**config.mk**
```make
export PLATFORM = sky130hd
export DESIGN_NAME = expr_eval
export DESIGN_NICKNAME = d
export VERILOG_FILES = /design/src/rtl/expr_eval_pkg.sv /design/src/rtl/expr_char_class.sv /design/src/rtl/expr_eval.sv
export SDC_FILE = /design/constraint.sdc
export NUM_CORES = 1
export LEC_CHECK = 0
export BUFFER_PORTS_ARGS = -buffer_cell sky130_fd_sc_hd__buf_4
export CORE_MARGIN = 2
export CORE_UTILIZATION = 50
export CTS_CLUSTER_DIAMETER = 100
export DETAILED_ROUTE_END_ITERATION = 10
export PLACE_DENSITY = 0.77
export SYNTH_ARGS = -nofsm -noshare
export SYNTH_HDL_FRONTEND = slang
export SYNTH_HIERARCHICAL = 1
export SYNTH_SLANG_ARGS = --single-unit
```
**constraint.sdc**
```tcl
create_clock -name clk -period 5.5 [get_ports clk]
set_clock_uncertainty 0.1 [all_clocks]
set_input_delay 1.1 -clock clk [delete_from_list [all_inputs] [get_ports clk]]
set_output_delay 1.1 -clock clk [all_outputs]
set_load 0.02 [all_outputs]
```
**src/rtl/expr_eval_pkg.sv**
```systemverilog
// rtl/expr_eval_pkg.sv - character constants and FSM encoding shared with the expr syntax checker
package expr_eval_pkg;

  localparam logic [7:0] CH_0    = 8'h30;
  localparam logic [7:0] CH_9    = 8'h39;
  localparam logic [7:0] CH_PLUS = 8'h2B;
  localparam logic [7:0] CH_MUL  = 8'h2A;

  typedef enum logic [1:0] {
    S_NUM = 2'd0,
    S_OP  = 2'd1,
    S_ERR = 2'd2
  } expr_state_e;

endpackage

```
**src/rtl/expr_char_class.sv**
```systemverilog
// rtl/expr_char_class.sv - combinational classifier for one ASCII expression character
module expr_char_class
  import expr_eval_pkg::*;
(
  input  logic [7:0] in,
  output logic       is_digit,
  output logic       is_plus,
  output logic       is_mul,
  output logic       is_bad,
  output logic [3:0] digit
);

  always_comb begin
    is_digit = (in >= CH_0) && (in <= CH_9);
    is_plus  = (in == CH_PLUS);
    is_mul   = (in == CH_MUL);
    is_bad   = !(is_digit || is_plus || is_mul);
    // '0'..'9' are 0x30..0x39, so the low nibble is the digit value
    digit    = is_digit ? in[3:0] : 4'd0;
  end

endmodule

```
**src/rtl/expr_eval.sv**
```systemverilog
// rtl/expr_eval.sv - evaluates a digit/'+'/'*' character stream with '*' binding tighter than '+'
module expr_eval
  import expr_eval_pkg::*;
#(
  parameter int W = 16
) (
  input  logic         clk,
  input  logic         clr,
  input  logic         in_vld,
  input  logic [7:0]   in,
  output logic         ok,
  output logic         err,
  output logic         ovf,
  output logic [W-1:0] value
);

  expr_state_e  state_q, state_d;
  logic [W-1:0] sum_q, sum_d;
  logic [W-1:0] prod_q, prod_d;
  logic [W-1:0] value_q, value_d;
  logic         ovf_q, ovf_d;

  logic         is_digit, is_plus, is_mul, is_bad;
  logic [3:0]   digit;
  logic [2*W-1:0] p_full;
  logic [W:0]     s_full;

  expr_char_class u_char_class (
    .in       (in),
    .is_digit (is_digit),
    .is_plus  (is_plus),
    .is_mul   (is_mul),
    .is_bad   (is_bad),
    .digit    (digit)
  );

  // Wide product and carry-extended sum expose overflow before truncation
  always_comb begin
    p_full = (2*W)'(prod_q) * (2*W)'(digit);
    s_full = (W+1)'(sum_q) + (W+1)'(p_full[W-1:0]);
  end

  always_comb begin
    state_d = state_q;
    sum_d   = sum_q;
    prod_d  = prod_q;
    value_d = value_q;
    ovf_d   = ovf_q;
    if (in_vld) begin
      case (state_q)
        S_NUM: begin
          if (is_digit) begin
            state_d = S_OP;
            prod_d  = p_full[W-1:0];
            value_d = s_full[W-1:0];
            if ((|p_full[2*W-1:W]) || s_full[W]) ovf_d = 1'b1;
          end else if (is_plus || is_mul || is_bad) begin
            state_d = S_ERR;
          end
        end
        S_OP: begin
          if (is_plus) begin
            state_d = S_NUM;
            sum_d   = sum_q + prod_q;
            prod_d  = W'(1);
          end else if (is_mul) begin
            state_d = S_NUM;
          end else begin
            state_d = S_ERR;
          end
        end
        default: state_d = S_ERR;
      endcase
    end
  end

  always_ff @(posedge clk or posedge clr) begin
    if (clr) begin
      state_q <= S_NUM;
      sum_q   <= '0;
      prod_q  <= W'(1);
      value_q <= '0;
      ovf_q   <= 1'b0;
    end else begin
      state_q <= state_d;
      sum_q   <= sum_d;
      prod_q  <= prod_d;
      value_q <= value_d;
      ovf_q   <= ovf_d;
    end
  end

  assign ok    = (state_q == S_OP);
  assign err   = (state_q == S_ERR);
  assign ovf   = ovf_q;
  assign value = value_q;

endmodule
```
==> flow_summary.json, run 1 <==
{
  "grt_pass1_vias": 4735,
  "r2r-start": "prod_q[2]",
  "max_freq_ghz": 0.1755,
  "drtAntennaViolNets": 0,
  "place_inst": 842,
  "io_pins": 30,
  "layout-drive-gt1-share_pct": 24.69,
  "start_util_pct": 51.35,
  "synth_edf_count": 0,
  "drv_cap": 0,
  "comb_power_share_pct": 4.4,
  "drcViolationCount": 0,
  "vias": 4727,
  "synthToLayoutAreaGrowth_pct": 26.22,
  "htree_levels": 2,
  "synth_top_family_by_area": "adder cells",
  "cts_tree": "done",
  "rsz0062_at_grt": "true",
  "ys_ff_latch": 51,
  "yosysTopAreaCell": "dfrtp_1",
  "clk_pin_slew_ns": 0.09,
  "synth_top_area_share_pct": 23.60,
  "holdBufCountCts": 0,
  "p_leak_nw": 3.489,
  "drtIter0Drc": 225,
  "clock-sinks": 51,
  "synth_seq_area_share_pct": 24.10,
  "core_area_um2": 10320,
  "dp_slack_ns": -0.5565,
  "vias_per_cell": 5.490,
  "synth_compound_area_share_pct": 19.31,
  "cp-end-kind": "flop",
  "synthArstFlopShare_pct": 100.0,
  "arrival_ns": 5.82,
  "timing.critical_path.from": "in[6]",
  "finalNonFillerCells": 861,
  "swShare_pct": 21.79,
  "fin_crit_ns": 5.697,
  "place.gp.congestion": 0.9291,
  "syn_nets": 709,
  "finalMaxSlewViolations": 0,
  "tightest_slew_ns": 1.058,
  "clkPwrFrac_pct": 37.2,
  "worstHoldPathType": "reg2reg",
  "muxShareOfSynthArea_pct": 1.038,
  "ys.flop_type": "dfrtp_1",
  "synth_cell_types": 64,
  "synthXorXnorAreaFrac_pct": 4.956,
  "violations": "negative setup slack",
  "clock_latency_ns": 0.32,
  "grt.total_usage_pct": 23.24,
  "num_rows": 37,
  "p_seq_share_pct": 58.4,
  "cell_internal_pwr_mw": 0.5021,
  "vdd_ir_drop_max_v": 0.0002101,
  "p_switching_mw": 0.1399,
  "fin_util_pct": 64.82,
  "die-area_um2": 11440,
  "wire_per_inst_um": 14.82,
  "dieHeight_um": 107.0,
  "drt_pass1_iterations": 5,
  "stdcell_area_um2": 6691,
  "synth-simple-area-share_pct": 20.42,
  "port_buffers": 29,
  "hold_viol_final": 0,
  "antenna_found_initial": 0,
  "regArea_um2": 1277,
  "whs_ns": 0.3798,
  "max_slew_margin_pct": 29.37,
  "clock_path_buffers": 2,
  "status": "finished, violations left",
  "cts_root_buffer": "clkbuf_8",
  "cts_made_buffers": 5,
  "grt-ovfl-total": 0,
  "worst_setup_path_start_kind": "input port",
  "path_max_fanout": 6,
  "setup_tns_ns": -0.4625,
  "fin_total_pwr_mw": 0.6420,
  "multi_input_area_um2": 3953,
  "layout_setup_ws_ns": -0.1966,
  "synthesis.area_um2": 5301,
  "fill_cells": 834,
  "synthAdderAreaFrac_pct": 24.31,
  "p_per_area_nw_per_um2": 95.94,
  "fin_crit_sh_pct": 103.6,
  "nets": 820,
  "grt_max_degree": 52,
  "syn_area_per_cell_um2": 8.648,
  "wirelength_um": 12760,
  "setup_viol": 4,
  "grt_first_pass_wirelength_um": 21820,
  "hold_start": "value[1]",
  "path_class": "in2reg",
  "antenna_cells": 0,
  "ys_top_cells_by_area": "dfrtp_1 (24%), ha_1 (13%), fa_1 (11%), and2_1 (5.7%), nand2_1 (5.0%)",
  "yosys_warnings": 6,
  "post-dp-hpwl_um": 9792,
  "fp.dieW_um": 107.0,
  "place_area_um2": 6342,
  "critical_path_required_ns": 5.63,
  "syn_inst": 613
}
-- power groups by stage --
stage                     logic (mW)  registers [mW]  clock network [mW]
after detailed placement      0.0273           0.382                   0
final                         0.0282           0.375               0.239
after global placement        0.0265           0.382                   0
after global routing          0.0312           0.375               0.258
after CTS                     0.0273           0.375               0.248
after floorplan               0.0113           0.382                   0
-- worst max-delay path: stages --
cell and delay [ns]:
buf_6 0.09, nand4bb_4 0.27, nor4b_4 0.29, buf_4 0.18
nand2_2 0.05, fa_1 0.50, fa_1 0.46, buf_4 0.16
fa_2 0.36, nor2b_4 0.15, o31ai_4 0.08, a21boi_1 0.15
nor2_1 0.08, xnor2_2 0.15, ha_1 0.32, a21o_1 0.19
a2111o_1 0.41, a31oi_4 0.29, a2111oi_4 0.12, o21a_1 0.21
o31ai_2 0.20
-- synth_stat cells, types with 3 or more instances --
library cell and n:
nand2_1 70, inv_1 68, ha_1 55, dfrtp_1 50
and2_1 48, o21ai_0 41, fa_1 30, a21oi_1 27
nor2_1 26, xnor2_1 19, clkbuf_1 15, a21o_1 13
nor3_1 13, a22o_1 11, xor2_1 11, o21a_1 10
o31ai_1 10, and3_1 8, nand2b_1 8, nand3_1 6
nor2b_1 6, o21bai_1 5, mux2_2 4, nand4_1 4
nor3b_1 4, a211oi_1 3, a21boi_0 3, a31oi_1 3
-- final timing paths --
path | end | slack [ns] | cells past startpoint
worst max-delay path | value[15] | -0.20 | 21
worst min-delay path | value[1] | 0.38 | 2
worst max register to register | value[15] | 0.71 | 18
worst min register to register | value[1] | 0.38 | 2
max in group asynchronous | sum_q[14] | 3.69 | 2
min in group asynchronous | value[0] | 0.94 | 2
-- layout by cell type, fill, tap and decap left out, drive strengths merged, types with 3 or more instances in the layout --
master	instances
dfrtp	50
nor2b	6
nand2	70
nor3b	5
mux2	4
a211oi	3
nor3	14
nor2	26
nand3	6
a21oi	29
xor2	11
clkbuf	7
buf	119
nand4	4
and2	48
ha	55
a21boi	4
fa	30
o21a	10
nand2b	8
o31ai	12
o21bai	5
inv	68
a22o	11
o21ai	43
and3	8
a31oi	4
a21o	13
xnor2	19
-- registers in the layout, summed over array words and instances, names as in the netlist --
name     cells
value       16
sum_q       16
state_q      2
prod_q      16
ovf          1
-- routing by layer --
layer  wire (µm)  GRT usage (%)
met1        5826          31.51
met2        6370          39.85
met3         382          2.188
met4         181          6.401
met5           0              0
-- cell type report --
| class | count | area share [%] |
|---|---|---|
| clock buffer | 7 | 1.440 |
| timing repair buffer | 119 | 13.93 |
| tap | 136 | 2.543 |
| multi-input combinational | 479 | 59.07 |
| inverter | 68 | 3.815 |
| sequential | 51 | 19.09 |
| clock inverter | 1 | 0.1122 |
-- kinds of logic after synthesis --
group,Yosys count
and+or+nand+nor,208
adders and majority gates,85
buffers and inverters,83
xor gates and xnor gates,30
AOI/OAI and AO/OA,151
muxes,5
DFF,51
-- repair_timing --
item,4_1_cts,5_1_grt
endpoints found under the hold margin,0,0
resized for setup,14,24
setup buffers,2,9
setup endpoints to repair,5,8
pin swaps,8,25
(Power assumes the default switching activity.)
==> run 2, diff against run 1 <==
SETUP_SLACK_MARGIN = 0.4   (was unset)
==> run 2 against run 1 <==
- the flow still finishes with violations (negative setup slack)
- utilization increased by 1.7 points
- worst setup slack improved by 0.039 ns
- sequential cell count unchanged
- critical endpoint is now value[13]
==> flow_summary.json, run 2 (synthesized netlist as in run 1, its figures left out) <==
{
  "drtIter0Drc": 184,
  "dieHeight_um": 107.0,
  "die-area_um2": 11440,
  "final_common_cell": "buf_4",
  "p_leak_nw": 3.583,
  "whs_ns": 0.3832,
  "finalMaxSlewViolations": 0,
  "fin_crit_ns": 5.658,
  "antenna_found_initial": 0,
  "vias": 4800,
  "status": "finished, violations left",
  "wire_per_inst_um": 15.42,
  "port_buffers": 29,
  "max_freq_ghz": 0.1767,
  "drv_cap": 0,
  "stdcell_area_um2": 6863,
  "max_stage_delay_ns": 0.58,
  "rsz0062_at_grt": "true",
  "hold_viol_final": 0,
  "tightest_slew_ns": 1.073,
  "final_cell_mix": "buf_4 (114), nand2_1 (68), inv_1 (64)",
  "cts_root_buffer": "clkbuf_8",
  "fp.dieW_um": 107.0,
  "io_pins": 30,
  "holdBufCountCts": 0,
  "layout-drive-gt1-share_pct": 26.53,
  "clock-sinks": 51,
  "worst_path_max_delay_cell": "fa_2",
  "path_max_fanout": 6,
  "critical_path_required_ns": 5.60,
  "nets": 830,
  "clock_latency_ns": 0.31,
  "place_area_um2": 6345,
  "drcViolationCount": 0,
  "cp-end-kind": "flop",
  "worst_setup_path_start_kind": "input port",
  "core_area_um2": 10320,
  "grt.total_usage_pct": 24.25,
  "fin_crit_sh_pct": 102.9,
  "drt_pass1_iterations": 4,
  "cp_top_family": "compound AO/OA/AOI/OAI gates",
  "grt_max_degree": 52,
  "layout_setup_ws_ns": -0.1579,
  "place.gp.congestion": 0.9549,
  "path_class": "in2reg",
  "post-dp-hpwl_um": 9748,
  "max_slew_margin_pct": 28.37,
  "cts_tree": "done",
  "setup_viol": 6,
  "synthToLayoutAreaGrowth_pct": 29.45,
  "fin_total_pwr_mw": 0.6773,
  "vdd_ir_drop_max_v": 0.0001688,
  "clock_path_buffers": 2,
  "setup_tns_ns": -0.5391,
  "crit_buf_inv": 3,
  "clk_pin_slew_ns": 0.09,
  "drtAntennaViolNets": 0,
  "start_util_pct": 51.35,
  "grt_first_pass_wirelength_um": 22820,
  "dp_slack_ns": -0.6303,
  "violations": "negative setup slack",
  "worstHoldPathType": "reg2reg",
  "cts_made_buffers": 5,
  "htree_levels": 2,
  "wirelength_um": 13430,
  "arrival_ns": 5.76,
  "grt-ovfl-total": 0,
  "num_rows": 37,
  "vias_per_cell": 5.511,
  "cp_cell_sequence": "buf_6 -> nand4bb_4 -> nor4b_4 -> nand2_1 -> fa_1 -> fa_2 -> inv_2 -> ha_4 -> a211oi_4 -> o21bai_1 -> a21oi_2 -> xnor2_2 -> ha_1 -> a21o_1 -> a21o_1 -> a2111o_1 -> a31oi_4 -> buf_6 -> a21oi_4 -> xnor2_2 -> o21ai_1",
  "grt_pass1_vias": 4957,
  "antenna_cells": 0,
  "p_per_area_nw_per_um2": 98.69
}
run 2: cell count changes in the layout (fill, tap and decap cells not counted), moves of 3 or more:
cell | previous run | this run
a21oi_1 | 21 | 17
a21oi_4 | 1 | 4
o21ai_0 | 36 | 33
buf_6 | 7 | 15
buf_4 | 111 | 114
run 2: routing by layer:
layer,GRT usage (%),share of wire (%)
met1,32.90,46
met2,41.81,49
met3,2.188,2.9
met4,6.308,1.7
met5,0,0
run 2: path summary, 6_finish.rpt:
kind                                 from    endpoint  slack (ns)  cells past startpoint
worst max-delay path                in[6]   value[13]       -0.16                     21
worst min-delay path             value[0]    value[0]        0.38                      2
worst max register to register  prod_q[4]         ovf        0.64                     20
worst min register to register   value[0]    value[0]        0.38                      2
max in group asynchronous             clr  prod_q[11]        3.67                      2
min in group asynchronous             clr    value[0]        0.97                      2
run 2: where the power goes:
| part | switching (mW) | internal [mW] | total [mW] | leakage [nW] |
|---|---|---|---|---|
| Combinational | 0.0155 | 0.0134 | 0.0289 | 2.82 |
| Clock | 0.126 | 0.147 | 0.274 | 0.0612 |
| Sequential | 0.0000246 | 0.375 | 0.375 | 0.704 |
| Total | 0.142 | 0.535 | 0.677 | 3.58 |
run 2: timing repair:
action	4_1_cts	5_1_grt
gates resized for setup	23	34
setup buffers	11	8
pin swaps	24	25
endpoints found under the setup margin	9	10
run 2: stage by stage:
stage / std cells / utilization (%)
after floorplan: 613 / -
after global placement: 844 / 61.46
after detailed placement: 844 / 61.46
after CTS: 863 / 64.44
after global routing: 871 / 66.48
final: 871 / 66.48
run 2: final cells by class:
cell class	instances	area, µm²
clock inverter	2	35.03
clock buffer	6	82.58
timing repair buffer	129	1025
multi-input combinational	479	4018
tap	136	170.2
inverter	68	255.2
fill	746	3461
sequential	51	1277
run 2: worst min-delay path, stage by stage (launching register included):
cell and delay, ns:
dfrtp_1 0.35, nand2_1 0.05, nand2_1 0.05
==> run 3, diff against run 2 <==
CORE_MARGIN = 1   (was 2)
CORE_UTILIZATION = 40   (was 50)
PLACE_DENSITY = 0.66   (was 0.77)
==> run 3 against run 2 <==
- the flow still finishes with violations (negative setup slack)
- sequential cell count unchanged
- wire length down 6.1%
- total power up 3.9%
- largest cell class unchanged
==> flow_summary.json, run 3 (synthesized netlist as in run 1, its figures left out) <==
{
  "p_leak_nw": 3.554,
  "tightest_slew_ns": 1.083,
  "setup_viol": 4,
  "path_max_fanout": 11,
  "wirelength_um": 12620,
  "drcViolationCount": 0,
  "post-dp-hpwl_um": 9801,
  "comb_power_share_pct": 3.9,
  "final_cell_mix": "buf_4 (112), nand2_1 (68), inv_1 (64)",
  "layout_setup_ws_ns": -0.1672,
  "grt.total_usage_pct": 20.10,
  "die-area_um2": 13720,
  "grt_max_degree": 52,
  "io_pins": 30,
  "drv_cap": 0,
  "fin_crit_ns": 5.667,
  "place_area_um2": 6410,
  "min_to": "value[1]",
  "cp-end-kind": "flop",
  "drtIter0Drc": 226,
  "grt-ovfl-total": 0,
  "worstHoldPathType": "reg2reg",
  "final_common_cell": "buf_4",
  "path_class": "in2reg",
  "whs_path_depth": 2,
  "layout-drive-gt1-share_pct": 26.47,
  "clock-sinks": 51,
  "fill_cells": 1107,
  "vias": 4626,
  "grt_pass1_vias": 4732,
  "arrival_ns": 5.72,
  "drt_pass1_iterations": 4,
  "start_util_pct": 41.50,
  "stdcell_area_um2": 6925,
  "place.gp.congestion": 0.8778,
  "cell_internal_pwr_mw": 0.5552,
  "nets": 824,
  "fp.dieW_um": 117.1,
  "htree_levels": 2,
  "p_switching_mw": 0.1484,
  "antenna_cells": 0,
  "clk_pin_slew_ns": 0.06,
  "fin_crit_sh_pct": 103.0,
  "reg2reg_depth": 19,
  "r2r_slack_ns": 0.65,
  "dieHeight_um": 117.1,
  "grt_first_pass_wirelength_um": 21930,
  "num_rows": 41,
  "critical_path_required_ns": 5.55,
  "drtAntennaViolNets": 0,
  "clock_path_buffers": 2,
  "status": "finished, violations left",
  "cts_made_buffers": 5,
  "swShare_pct": 21.09,
  "clock_latency_ns": 0.29,
  "max_slew_margin_pct": 27.72,
  "max_freq_ghz": 0.1765,
  "worstReg2RegEnd": "ovf",
  "port_buffers": 29,
  "hold_start": "value[1]",
  "p_per_area_nw_per_um2": 101.6,
  "rsz0062_at_grt": "true",
  "holdBufCountCts": 0,
  "finalMaxSlewViolations": 0,
  "fin_util_pct": 54.22,
  "cts_tree": "done",
  "p_seq_share_pct": 53.3,
  "wire_per_inst_um": 14.00,
  "r2r-start": "prod_q[2]",
  "hold_viol_final": 0,
  "clkPwrFrac_pct": 42.8,
  "vdd_ir_drop_max_v": 0.0001582,
  "synthToLayoutAreaGrowth_pct": 30.63,
  "antenna_found_initial": 0,
  "worst_setup_path_start_kind": "input port",
  "core_area_um2": 12770,
  "whs_ns": 0.3793,
  "violations": "negative setup slack",
  "cts_root_buffer": "clkbuf_16",
  "vias_per_cell": 5.134
}
==> run 3: cell types whose count changed in the layout (fill, tap and decap cells not counted), moves of 2 or more <==
cell,change
o21ai_0,+2
buf_6,-5
xnor2_1,-2
xor2_2,-2
a21oi_2,+3
buf_4,-2
ha_1,-2
ha_4,+2
xor2_1,+2
clkbuf_16,+5
clkbuf_8,-6
o21ai_1,-2
a21oi_1,-2
==> run 3: power groups by stage <==
stage | Combinational [mW] | Sequential (mW) | Clock [mW]
floorplan | 0.0113 | 0.382 | 0
global placement | 0.0253 | 0.382 | 0
detailed placement | 0.0262 | 0.382 | 0
CTS | 0.0279 | 0.375 | 0.311
global route | 0.0306 | 0.375 | 0.324
finish | 0.0272 | 0.375 | 0.301
==> run 3: final cells by class <==
class / instances / area [µm²] / share of cell area [%]
Inverter: 68 / 255.2 / 3.686
Multi-Input combinational cell: 479 / 4063 / 58.66
Clock buffer: 6 / 128.9 / 1.861
Sequential cell: 51 / 1277 / 18.45
Clock inverter: 2 / 12.51 / 0.1807
Tap cell: 172 / 215.2 / 3.107
Timing Repair Buffer: 123 / 973.4 / 14.06
==> run 3: critical path, stage by stage <==
cell and delay (ns):
buf_4 0.09, nand4bb_4 0.17, nor4b_4 0.06, buf_4 0.14, buf_4 0.16, and2_1 0.17
fa_1 0.54, inv_1 0.06, fa_1 0.52, inv_1 0.04, ha_1 0.30, buf_4 0.15
nand4_1 0.14, o311ai_4 0.30, nor3_2 0.10, o21bai_1 0.23, xor2_1 0.32, ha_1 0.30
nand4_1 0.10, nor2_1 0.06, nor4_2 0.20, o311ai_1 0.15, nor3_1 0.16, a41oi_1 0.13
==> run 3: through the flow <==
step | worst slack, ns | cells | total power, mW | setup TNS, ns
after CTS | -0.1489 | 899 | 0.7140 | -0.4219
after global placement | -0.4351 | 881 | 0.4075 | -2.268
after floorplan | -0.1924 | 613 | 0.3935 | -0.5558
final | -0.1672 | 901 | 0.7036 | -0.3946
after global routing | -0.5062 | 901 | 0.7289 | -1.851
after detailed placement | -0.6463 | 881 | 0.4083 | -3.141
==> run 3: timing repair <==
action	CTS	global route
pin swaps	31	32
gates resized for setup	27	28
cloned	0	0
endpoints found under the setup margin	9	10
setup buffers	10	2
==> run 3: how the worst max path moves through the flow <==
stage | startpoint | end | slack [ns] | cells after the start
detailed placement | in[6] | ovf | -0.65 | 23
global placement | in[6] | ovf | -0.44 | 21
CTS | in[6] | ovf | -0.15 | 24
finish | in[7] | ovf | -0.17 | 24
global route | in[6] | ovf | -0.51 | 23
floorplan | in[6] | value[15] | -0.19 | 20
==> run 3: metal layers <==
layer | vias up | wire (µm) | global-route usage [%]
li1 | 2327 | - | -
met1 | 2205 | 6179 | 27.79
met2 | 74 | 5878 | 33.61
met3 | 20 | 327 | 1.751
met4 | 0 | 230 | 6.076
met5 | - | 0 | 0
